[src/rtl/first_seq_ctrl.sv]
// Sequencer stepping first_in through 0..3 (mod 4), DWELL cycles per value, STEPS values per run.
// Optional sample log: define FIRST_SEQ_LOG_EN to add the 24-bit log output.
module first_seq_ctrl #(
    parameter int DWELL = 10,
    parameter int STEPS = 8
) (
    input  logic        clk,
    input  logic        rst_n,
    input  logic        start,
    input  logic        abort,
    input  logic        first_out1,
    input  logic        first_out2,
    input  logic        first_out3,
    output logic [1:0]  first_in,
    output logic        busy,
    output logic        done,
    output logic [3:0]  step_cnt,
    output logic [3:0]  ones_cnt
`ifdef FIRST_SEQ_LOG_EN
    ,
    output logic [23:0] log
`endif
);

    typedef enum logic [1:0] {
        IDLE = 2'd0,
        RUN  = 2'd1,
        DONE = 2'd2
    } state_t;

    localparam logic [7:0] DWELL_LAST = 8'(DWELL - 1);
    localparam logic [3:0] STEPS_LAST = 4'(STEPS);

    state_t     state_q, state_d;
    logic [7:0] dwell_q, dwell_d;
    logic [1:0] first_in_d;
    logic [3:0] step_d, ones_d;
    logic       busy_d, done_d;
    logic [2:0] smp;

    assign smp = {first_out3, first_out2, first_out1};

`ifdef FIRST_SEQ_LOG_EN
    logic [23:0] log_d;
`else
    logic unused_smp;
    assign unused_smp = ^smp[2:1];
`endif

    always_comb begin
        state_d    = state_q;
        dwell_d    = dwell_q;
        first_in_d = first_in;
        step_d     = step_cnt;
        ones_d     = ones_cnt;
`ifdef FIRST_SEQ_LOG_EN
        log_d      = log;
`endif
        case (state_q)
            IDLE: begin
                // abort beats start when both arrive together
                if (start && !abort) begin
                    state_d    = RUN;
                    dwell_d    = 8'd0;
                    first_in_d = 2'd0;
                    step_d     = 4'd0;
                    ones_d     = 4'd0;
`ifdef FIRST_SEQ_LOG_EN
                    log_d      = 24'd0;
`endif
                end
            end
            RUN: begin
                if (abort) begin
                    state_d    = IDLE;
                    dwell_d    = 8'd0;
                    first_in_d = 2'd0;
                end else if (dwell_q == DWELL_LAST) begin
                    dwell_d    = 8'd0;
                    first_in_d = first_in + 2'd1;
                    step_d     = step_cnt + 4'd1;
                    ones_d     = ones_cnt + {3'd0, smp[0]};
`ifdef FIRST_SEQ_LOG_EN
                    log_d      = {log[20:0], smp};
`endif
                    if (step_cnt + 4'd1 == STEPS_LAST) begin
                        state_d    = DONE;
                        first_in_d = 2'd0;
                    end
                end else begin
                    dwell_d = dwell_q + 8'd1;
                end
            end
            DONE: begin
                state_d = IDLE;
            end
            default: begin
                state_d    = IDLE;
                dwell_d    = 8'd0;
                first_in_d = 2'd0;
            end
        endcase
        busy_d = (state_d == RUN);
        done_d = (state_d == DONE);
    end

    always_ff @(posedge clk or negedge rst_n) begin
        if (!rst_n) begin
            state_q  <= IDLE;
            dwell_q  <= 8'd0;
            first_in <= 2'd0;
            step_cnt <= 4'd0;
            ones_cnt <= 4'd0;
            busy     <= 1'b0;
            done     <= 1'b0;
`ifdef FIRST_SEQ_LOG_EN
            log      <= 24'd0;
`endif
        end else begin
            state_q  <= state_d;
            dwell_q  <= dwell_d;
            first_in <= first_in_d;
            step_cnt <= step_d;
            ones_cnt <= ones_d;
            busy     <= busy_d;
            done     <= done_d;
`ifdef FIRST_SEQ_LOG_EN
            log      <= log_d;
`endif
        end
    end

endmodule

[config.mk]
export PLATFORM = sky130hd
export DESIGN_NAME = first_seq_ctrl
export DESIGN_NICKNAME = d
export VERILOG_FILES = /design/src/rtl/first_seq_ctrl.sv
export SDC_FILE = /design/constraint.sdc
export NUM_CORES = 1
export LEC_CHECK = 0
export ABC_CLOCK_PERIOD_IN_PS = 4300
export CAP_MARGIN = 20
export CORE_MARGIN = 2
export CORE_UTILIZATION = 45
export CTS_CLUSTER_SIZE = 16
export DETAILED_ROUTE_END_ITERATION = 8
export MAX_ROUTING_LAYER = met4
export PLACE_DENSITY_LB_ADDON = 0.15
export SYNTH_ARGS = -nofsm -noshare
export SYNTH_HDL_FRONTEND = slang
export SYNTH_SLANG_ARGS = --single-unit
[constraint.sdc]
create_clock -name clk -period 4.3 [get_ports clk]
set_input_delay 1.075 -clock clk [delete_from_list [all_inputs] [get_ports clk]]
set_output_delay 1.075 -clock clk [all_outputs]
set_load 0.03 [all_outputs]
==> results, run 1 <==
- The run finished with clean final reports.
- The number of different library cells used by synthesis comes to 34.
- Entering global routing, the biggest net connects 26 pins.
- The count of endpoints failing hold in the final timing report is 0.
- The initial detailed-routing violation count is 7.
- Of the total power, registers draw 0.551.
- The finished cells cover 1420 µm².
- The static leakage is 0.615 nW.
- The data arrival time at the worst-slack endpoint is between 1.5 and 2 ns.
- The worst register-to-register path has a depth of 6.
- The switching share of total power is 0.299.
- The clock passes through at most 2 buffers.
- The global-route wire length before repair is 4270 µm.
- The number of nets handed over by synthesis was between 100 and 150.
- The post-synthesis average cell area is 9.94 µm².
- The clock skew after layout is 0.00366 ns.
- The Yosys step of the flow raised 0 warnings.
- The clock share of power is 0.270.
- In this run the power density over the cells is 305 nW/µm².
- The root buffer cell is clkbuf_4.
- The final layout contains 149 nets.
- The initial antenna violation count is 0.
- The number of vias in the routed layout is 942.
- Setup repair after global routing left no endpoint under its margin.
- The post-synthesis cell area is roughly 1200 µm².
- During I/O placement, the number of pins put on the boundary was 19.
- At the end of routability-driven placement, the weighted congestion stood at slightly above 0.8.
- The count of buffers added on input and output ports is 16.
- The critical path is of the reg2out type.
- For this design, the CTS-stage hold fixing added 0 buffers.
- The placed instances occupy a cell area of 1370 µm².
- Buffers added to address setup during post-CTS repair amount to 0.
- The worst setup path is launched from a flop.
- The tool flagged a number of max-cap violations equal to 0.
- The measured slew at the worst slew-check pin is approximately 0.76 ns.
- The headroom to the max-slew limit is 0.494.
- The top cell types in the final layout, fill and taps aside, are 22 x dfrtp_1, 16 x clkdlybuf4s50_1, 12 x nand2_1, 12 x nand3_1, 11 x nor2_1.
- Dividing the detail-routed via count by the number of cells gives 5.67.
- The worst hold path begins at first_in[0].
- The top achievable clock speed is just under 0.4 GHz.
- The synthesized instance count is 121.
- The area overhead of the layout relative to synthesis is 17.8%.
- The worst supply voltage drop on vdd is roughly 0.26 mV.
- The required time of the critical path is about 3.2 ns.
- The worst hold path endpoint is first_in[0].
- Once the clock tree was built, the resizer swapped 0 gates to a different size.
- In this run the critical register-to-register path is captured at first_in[0].
- The clock insertion delay at the later pin of the skew report is 0.31 ns.
- The routed length per instance is around 15 µm.
- Walking the worst path, the cells encountered are clkdlybuf4s50_1.
- Synthesis inferred 22 register bits.
- The number of global-route vias before repair came to 926.
- Once detailed placement completed, the half-perimeter wirelength came to 1670 µm.
- Counting every sink on the clock net gives 22.
- The critical path's top delay family is buffers and inverters.
- The most frequent standard cell in the layout excluding fill and tap cells is dfrtp_1.
- The number of CTS-inserted buffers is 3.
- The non-filler instance count after layout is 166.
- The total negative slack for setup checks is 0 ns.
- Of the synthesized area, sequential elements account for 0.458.
- The total grt overflow is 0.
- The chip height is between 50 and 60 µm.
- Of the cells placed in the final design, the portion with a size suffix greater than 1 is 0.0662.
- The die is between 50 and 60 µm wide.
- The first TritonRoute pass finished after 3 iterations.
- Once placement completed, the tool counted placed cells totaling 161.
- The number of diodes added for antenna fixing is 0.
- OpenSTA, run right after detailed placement, puts the worst setup slack at between 1.5 and 2 ns.
- The startpoint of the worst register-to-register path is dwell_q[1].
- Counting both buffers and inverters, the worst setup path holds a total of 1.
- The row count is 18.
- For this design, the slowest cell found on the critical path is clkdlybuf4s50_1.
- The clock transition time at the flip-flop clock pins of the worst setup and hold paths is about 0.13 ns.
- The core area is 2500 µm².
- The total routing resource utilization after global routing is 0.175.
- For this run, the slowest stage of the critical path takes between 0.7 and 0.8 ns.
- For this design the total switching power over the nets is around 0.13 mW.
- The CTS H-tree depth is 1.
- Of all nets on the critical path, the largest fanout is 7.
- In the finished design, the share of the clock period the worst path needs comes to 0.601.
- The die covers 3100 µm².
- The final layout contains routed wiring with a total length of about 2500 µm.
- The cell-internal power is 0.303 mW.
- The worst register-to-register path has a setup slack of approximately 2.5 ns.
- The number of design rule violations left after detail routing is 0.
- The max-slew violation total from the final report came to 0.
- The final worst slack is about 1.7 ns.
- The worst path needs 2.58 ns of the cycle, external delays included.
- Along the worst hold path, the cell count comes to 1.
- Of the total power, combinational logic draws 0.179.
- At the end of the flow the core is filled with cells to 0.567.
- The total setup violations reported at the end of the flow is 0.
- For this configuration, the core starts out at a cell density of 0.481.
- The endpoint class of the critical path is an output port.
- TritonCTS built the clock tree.
- The tightest min-delay check is of the reg2reg type.
- The final antenna-violating net count is 0.
layer usage:
layer / global-route usage / vias up / part of all wire
li1: - / 475 / -
met1: 0.250 / 447 / 0.53
met2: 0.247 / 16 / 0.42
met3: 0.0326 / 4 / 0.034
met4: 0.0662 / 0 / 0.012
met5: - / - / 0
metrics by stage:
| stage | hold WS [ns] | total power [mW] |
|---|---|---|
| 2_1_floorplan | 0.528 | 0.284 |
| 3_3_place_gp | 0.507 | 0.318 |
| 3_5_place_dp | 0.526 | 0.320 |
| 4_1_cts | 0.546 | 0.439 |
| 5_1_grt | 0.551 | 0.455 |
| 6_report | 0.535 | 0.432 |
synth_stat cells:
cell | n | share of area
mux2_1 | 1 | 0.0094
a21oi_1 | 3 | 0.012
o21ai_1 | 1 | 0.0042
nor2b_1 | 1 | 0.0052
o311ai_1 | 2 | 0.015
o2111ai_1 | 3 | 0.022
nand3b_1 | 3 | 0.019
a21oi_2 | 1 | 0.0073
a21boi_0 | 1 | 0.0062
nor3b_2 | 1 | 0.010
nand2_1 | 12 | 0.037
dfrtp_1 | 22 | 0.46
and3b_1 | 2 | 0.015
buf_1 | 1 | 0.0031
buf_4 | 1 | 0.0062
nand3_1 | 12 | 0.050
inv_1 | 1 | 0.0031
xor2_1 | 6 | 0.044
o21ai_0 | 3 | 0.012
and4_1 | 1 | 0.0073
a211o_1 | 1 | 0.0073
and2_1 | 2 | 0.010
mux2i_1 | 2 | 0.017
nor4_4 | 1 | 0.018
buf_2 | 4 | 0.017
nor3_1 | 1 | 0.0042
nand4_1 | 5 | 0.026
nand4b_1 | 1 | 0.0073
and3_1 | 2 | 0.010
nor2_2 | 1 | 0.0052
a22o_1 | 2 | 0.015
nor2_1 | 11 | 0.034
o211ai_1 | 5 | 0.031
ha_1 | 5 | 0.052
power groups by stage:
stage	Sequential [mW]	Clock, mW	Combinational (mW)
after detailed placement	0.242	0	0.0774
after floorplan	0.253	0	0.0312
after CTS	0.238	0.123	0.0777
after global routing	0.241	0.127	0.0864
after global placement	0.241	0	0.0764
final	0.238	0.117	0.0776
final cells by class:
class	instances	area [µm²]
clock buffers	4	36.3
fillers	228	1080
inverters	1	3.75
multi-input cells	92	617
flip-flops and latches	22	551
well taps	30	37.5
repair buffers	17	171
sequential cells by signal, indices dropped and copies added (netlist names):
register,count
dwell_q,8
busy,1
ones_cnt,4
state_q,2
first_in,2
step_cnt,4
done,1
logic make-up after synthesis:
| group | count (synthesis) | synth area share |
|---|---|---|
| xor gates and xnor gates | 6 | 0.0437 |
| AOI/OAI and AO/OA | 22 | 0.132 |
| DFF | 22 | 0.458 |
| and+or+nand+nor | 56 | 0.259 |
| buffers and inverters | 7 | 0.0291 |
| muxes | 3 | 0.0260 |
| adders and majority gates | 5 | 0.0520 |
worst max path at each step:
stage                   to  cells after the start  slack [ns]   startpoint
5_1_grt        step_cnt[0]                      1        1.64  step_cnt[0]
2_1_floorplan  ones_cnt[2]                      5        2.20   first_out1
4_1_cts        step_cnt[0]                      1        1.70  step_cnt[0]
3_5_place_dp   first_in[0]                      5        1.52        abort
3_3_place_gp   first_in[0]                      5        1.55        abort
6_report       step_cnt[0]                      1        1.72  step_cnt[0]
Power figures use the tool's default switching activity.
==> run 2, diff against run 1 <==
Settings changed: ABC_CLOCK_PERIOD_IN_PS 4300 to 2600.
Clock period 4.3 ns to 2.6 ns, I/O delays scaled along.
==> results, run 2 (synthesis results as in run 1) <==
- The number of vias in the routed layout is between 900 and 1000.
- The first TritonRoute pass finished after 4 iterations.
- CTS placed an instance of clkbuf_4 at the clock tree root.
- After detailed routing, the number of remaining DRC violations is 0.
- The via count normalized by instance count is 5.63.
- The number of cells in the design after placement is 164.
- The first global-routing pass estimated 4320 µm of wire.
- The number of global-route vias before repair came to 936.
- The congestion estimate from routability-driven global placement came to approximately 0.80.
- The critical path starts at step_cnt[0].
- The classification of the worst-slack hold path is reg2reg.
- For the worst setup path, the data arrival time is about 1.5 ns.
- The type of the worst setup path is reg2out.
- The initial antenna violation count was 0.
- The analysis attributes to net switching a power of around 0.21 mW.
- Derived from the worst setup path, the maximum achievable clock frequency is roughly 0.46 GHz.
- The power density over the cells is 501 nW/µm².
- Counting both buffers and inverters, the worst setup path holds a total of 1.
- Summing all placed instances gives a cell area of 1390 µm².
- The post-route fraction of the period consumed by the critical path is 0.830.
- The launch instance of the worst min-delay path is first_in[0].
- Setup repair after global routing left no endpoint under its margin.
- The initial detailed-routing violation count is 16.
- The required time of the critical path is 1.95 ns.
- Detailed placement ended at an HPWL of between 1500 and 2000 µm.
- The share of layout cells above drive strength 1 is 0.0797.
- The total setup violations reported at the end of the flow is 0.
- The total negative slack for setup checks is 0 ns.
- In this run the post-CTS setup repair buffer count came out at 0.
- The total routing resource utilization after global routing is 0.178.
- Along the worst path, the maximum fanout reaches 7.
- Once layout is done, the placed cells without fillers occupy 1430 µm².
- Fill cells in the final layout number ~220.
- The total clock sinks is 22.
- The clock reaches the later pin of the worst-skew pair after 0.31 ns.
- The reported max-cap violation count is 0.
- The worst supply voltage drop on vdd is between 0.4 and 0.5 mV.
- The share of total power dissipated in combinational logic is 0.181.
- Walking the worst path, the cells encountered are clkdlybuf4s50_1.
- Of the total power, the clock network draws 0.270.
- Wires add up to 2360 µm.
- Leaving out fill and tap cells, the most frequent cells in the layout are 22 x dfrtp_1, 16 x clkdlybuf4s50_1, 12 x nand2_1, 12 x nand3_1, 11 x nor2_1.
- Global routing finished with a remaining overflow of 0.
- Of the total power, the share spent switching nets is 0.297.
- The minimum clock period after layout is 2.16 ns.
- The final antenna-violating net count is 0.
- The max-slew violation total from the final report is 0.
- The clock transition time at the flip-flop clock pins of the worst setup and hold paths is 0.12 ns.
- The share of total power dissipated in sequential elements is 0.550.
- The starting density of the core is 0.481.
- The critical path's largest stage delay is 0.72 ns.
- The CTS H-tree depth is 1.
- The floorplan step defined a core boundary enclosing 2500 µm².
- The cell-internal power is just over 0.5 mW.
- The initialized floorplan defines 18 standard-cell rows.
- The number of hold buffers added after CTS was 0.
- The most frequent standard cell in the layout excluding fill and tap cells is dfrtp_1.
- The clock skew after layout is 0.00195 ns.
- The run finished with clean final reports.
- Leaving out filler cells and counting taps, the final layout contains 168.
- The count of endpoints failing hold in the final timing report was 0.
- In this run the tightest slew margin relative to its limit is 0.509.
- The chip height is 55.7 µm.
- The register with the highest flop count is dwell_q.
- At the pin with the least slew margin, the transition time is 0.732 ns.
- Gates resized during post-CTS repair numbered 0.
- The area growth from synthesis to layout is 18.7%.
- The critical path's top delay family is buffers and inverters.
- Input and output buffers added on the ports amount to 16.
- From left edge to right edge, the die measures 55.7 µm.
- For this design the top-level I/O count stands at 19.
- The critical path startpoint category is a flop.
- The floorplan step defined a die boundary enclosing approximately 3100 µm².
- Buffers inserted during clock tree synthesis total 3.
- In this run the static leakage power is 0.624 nW.
- TritonCTS built the clock tree.
- The longest clock path from root to sink contains 2 buffers.
- The number of antenna diodes in the final layout is 0.
- The largest registers in the layout are dwell_q: 8 flops, ones_cnt: 4 flops, step_cnt: 4 flops.
- Entering global routing, the biggest net connects 26 pins.
- The total number of nets in the final design is about 150.
- The slowest cell on the critical path is clkdlybuf4s50_1.
- The startpoint identified for the worst register-to-register timing path is dwell_q[1].
- The endpoint class of the critical path is an output port.
- Dividing the detail-routed wire length by the instance count gives 14.0 µm.
- The flip-flop count of the largest register, all copies and words added is 8.
[run 2: power groups by stage]
stage | sequential [mW] | combinational, mW | clock [mW]
6_report | 0.393 | 0.129 | 0.193
5_1_grt | 0.398 | 0.145 | 0.217
3_5_place_dp | 0.401 | 0.130 | 0
4_1_cts | 0.393 | 0.131 | 0.201
3_3_place_gp | 0.399 | 0.130 | 0
2_1_floorplan | 0.419 | 0.0517 | 0
[run 2: path summary, 6_finish.rpt]
path | slack [ns] | endpoint | cells after the start
max | 0.44 | step_cnt[0] | 1
min | 0.55 | first_in[0] | 1
max reg2reg | 0.74 | first_in[0] | 6
min reg2reg | 0.55 | first_in[0] | 1
max in group asynchronous | 1.71 | step_cnt[1] | 2
min in group asynchronous | 0.67 | dwell_q[7] | 2
[run 2: layer usage]
layer	routed length, µm	vias up	track usage
met1	1270	438	0.264
met5	0	-	-
met4	34	0	0.0627
li1	-	481	-
met2	958	23	0.245
met3	98	4	0.0279
[run 2: area by class of cell]
class	instances	area [µm²]	area share
well taps	30	37.5	0.0263
multi-input cells	92	617	0.432
clock buffers	4	36.3	0.0254
repair buffers	19	183	0.128
flip-flops and latches	22	551	0.386
inverters	1	3.75	0.00263
[run 2: stage by stage]
step	total power, mW	setup WS (ns)	hold slack, ns	util
6_report	0.715	0.442	0.548	0.571
5_1_grt	0.760	0.359	0.582	0.571
4_1_cts	0.725	0.427	0.556	0.571
3_5_place_dp	0.531	0.336	0.527	0.557
3_3_place_gp	0.528	0.364	0.510	0.557
2_1_floorplan	0.471	0.928	0.354	-
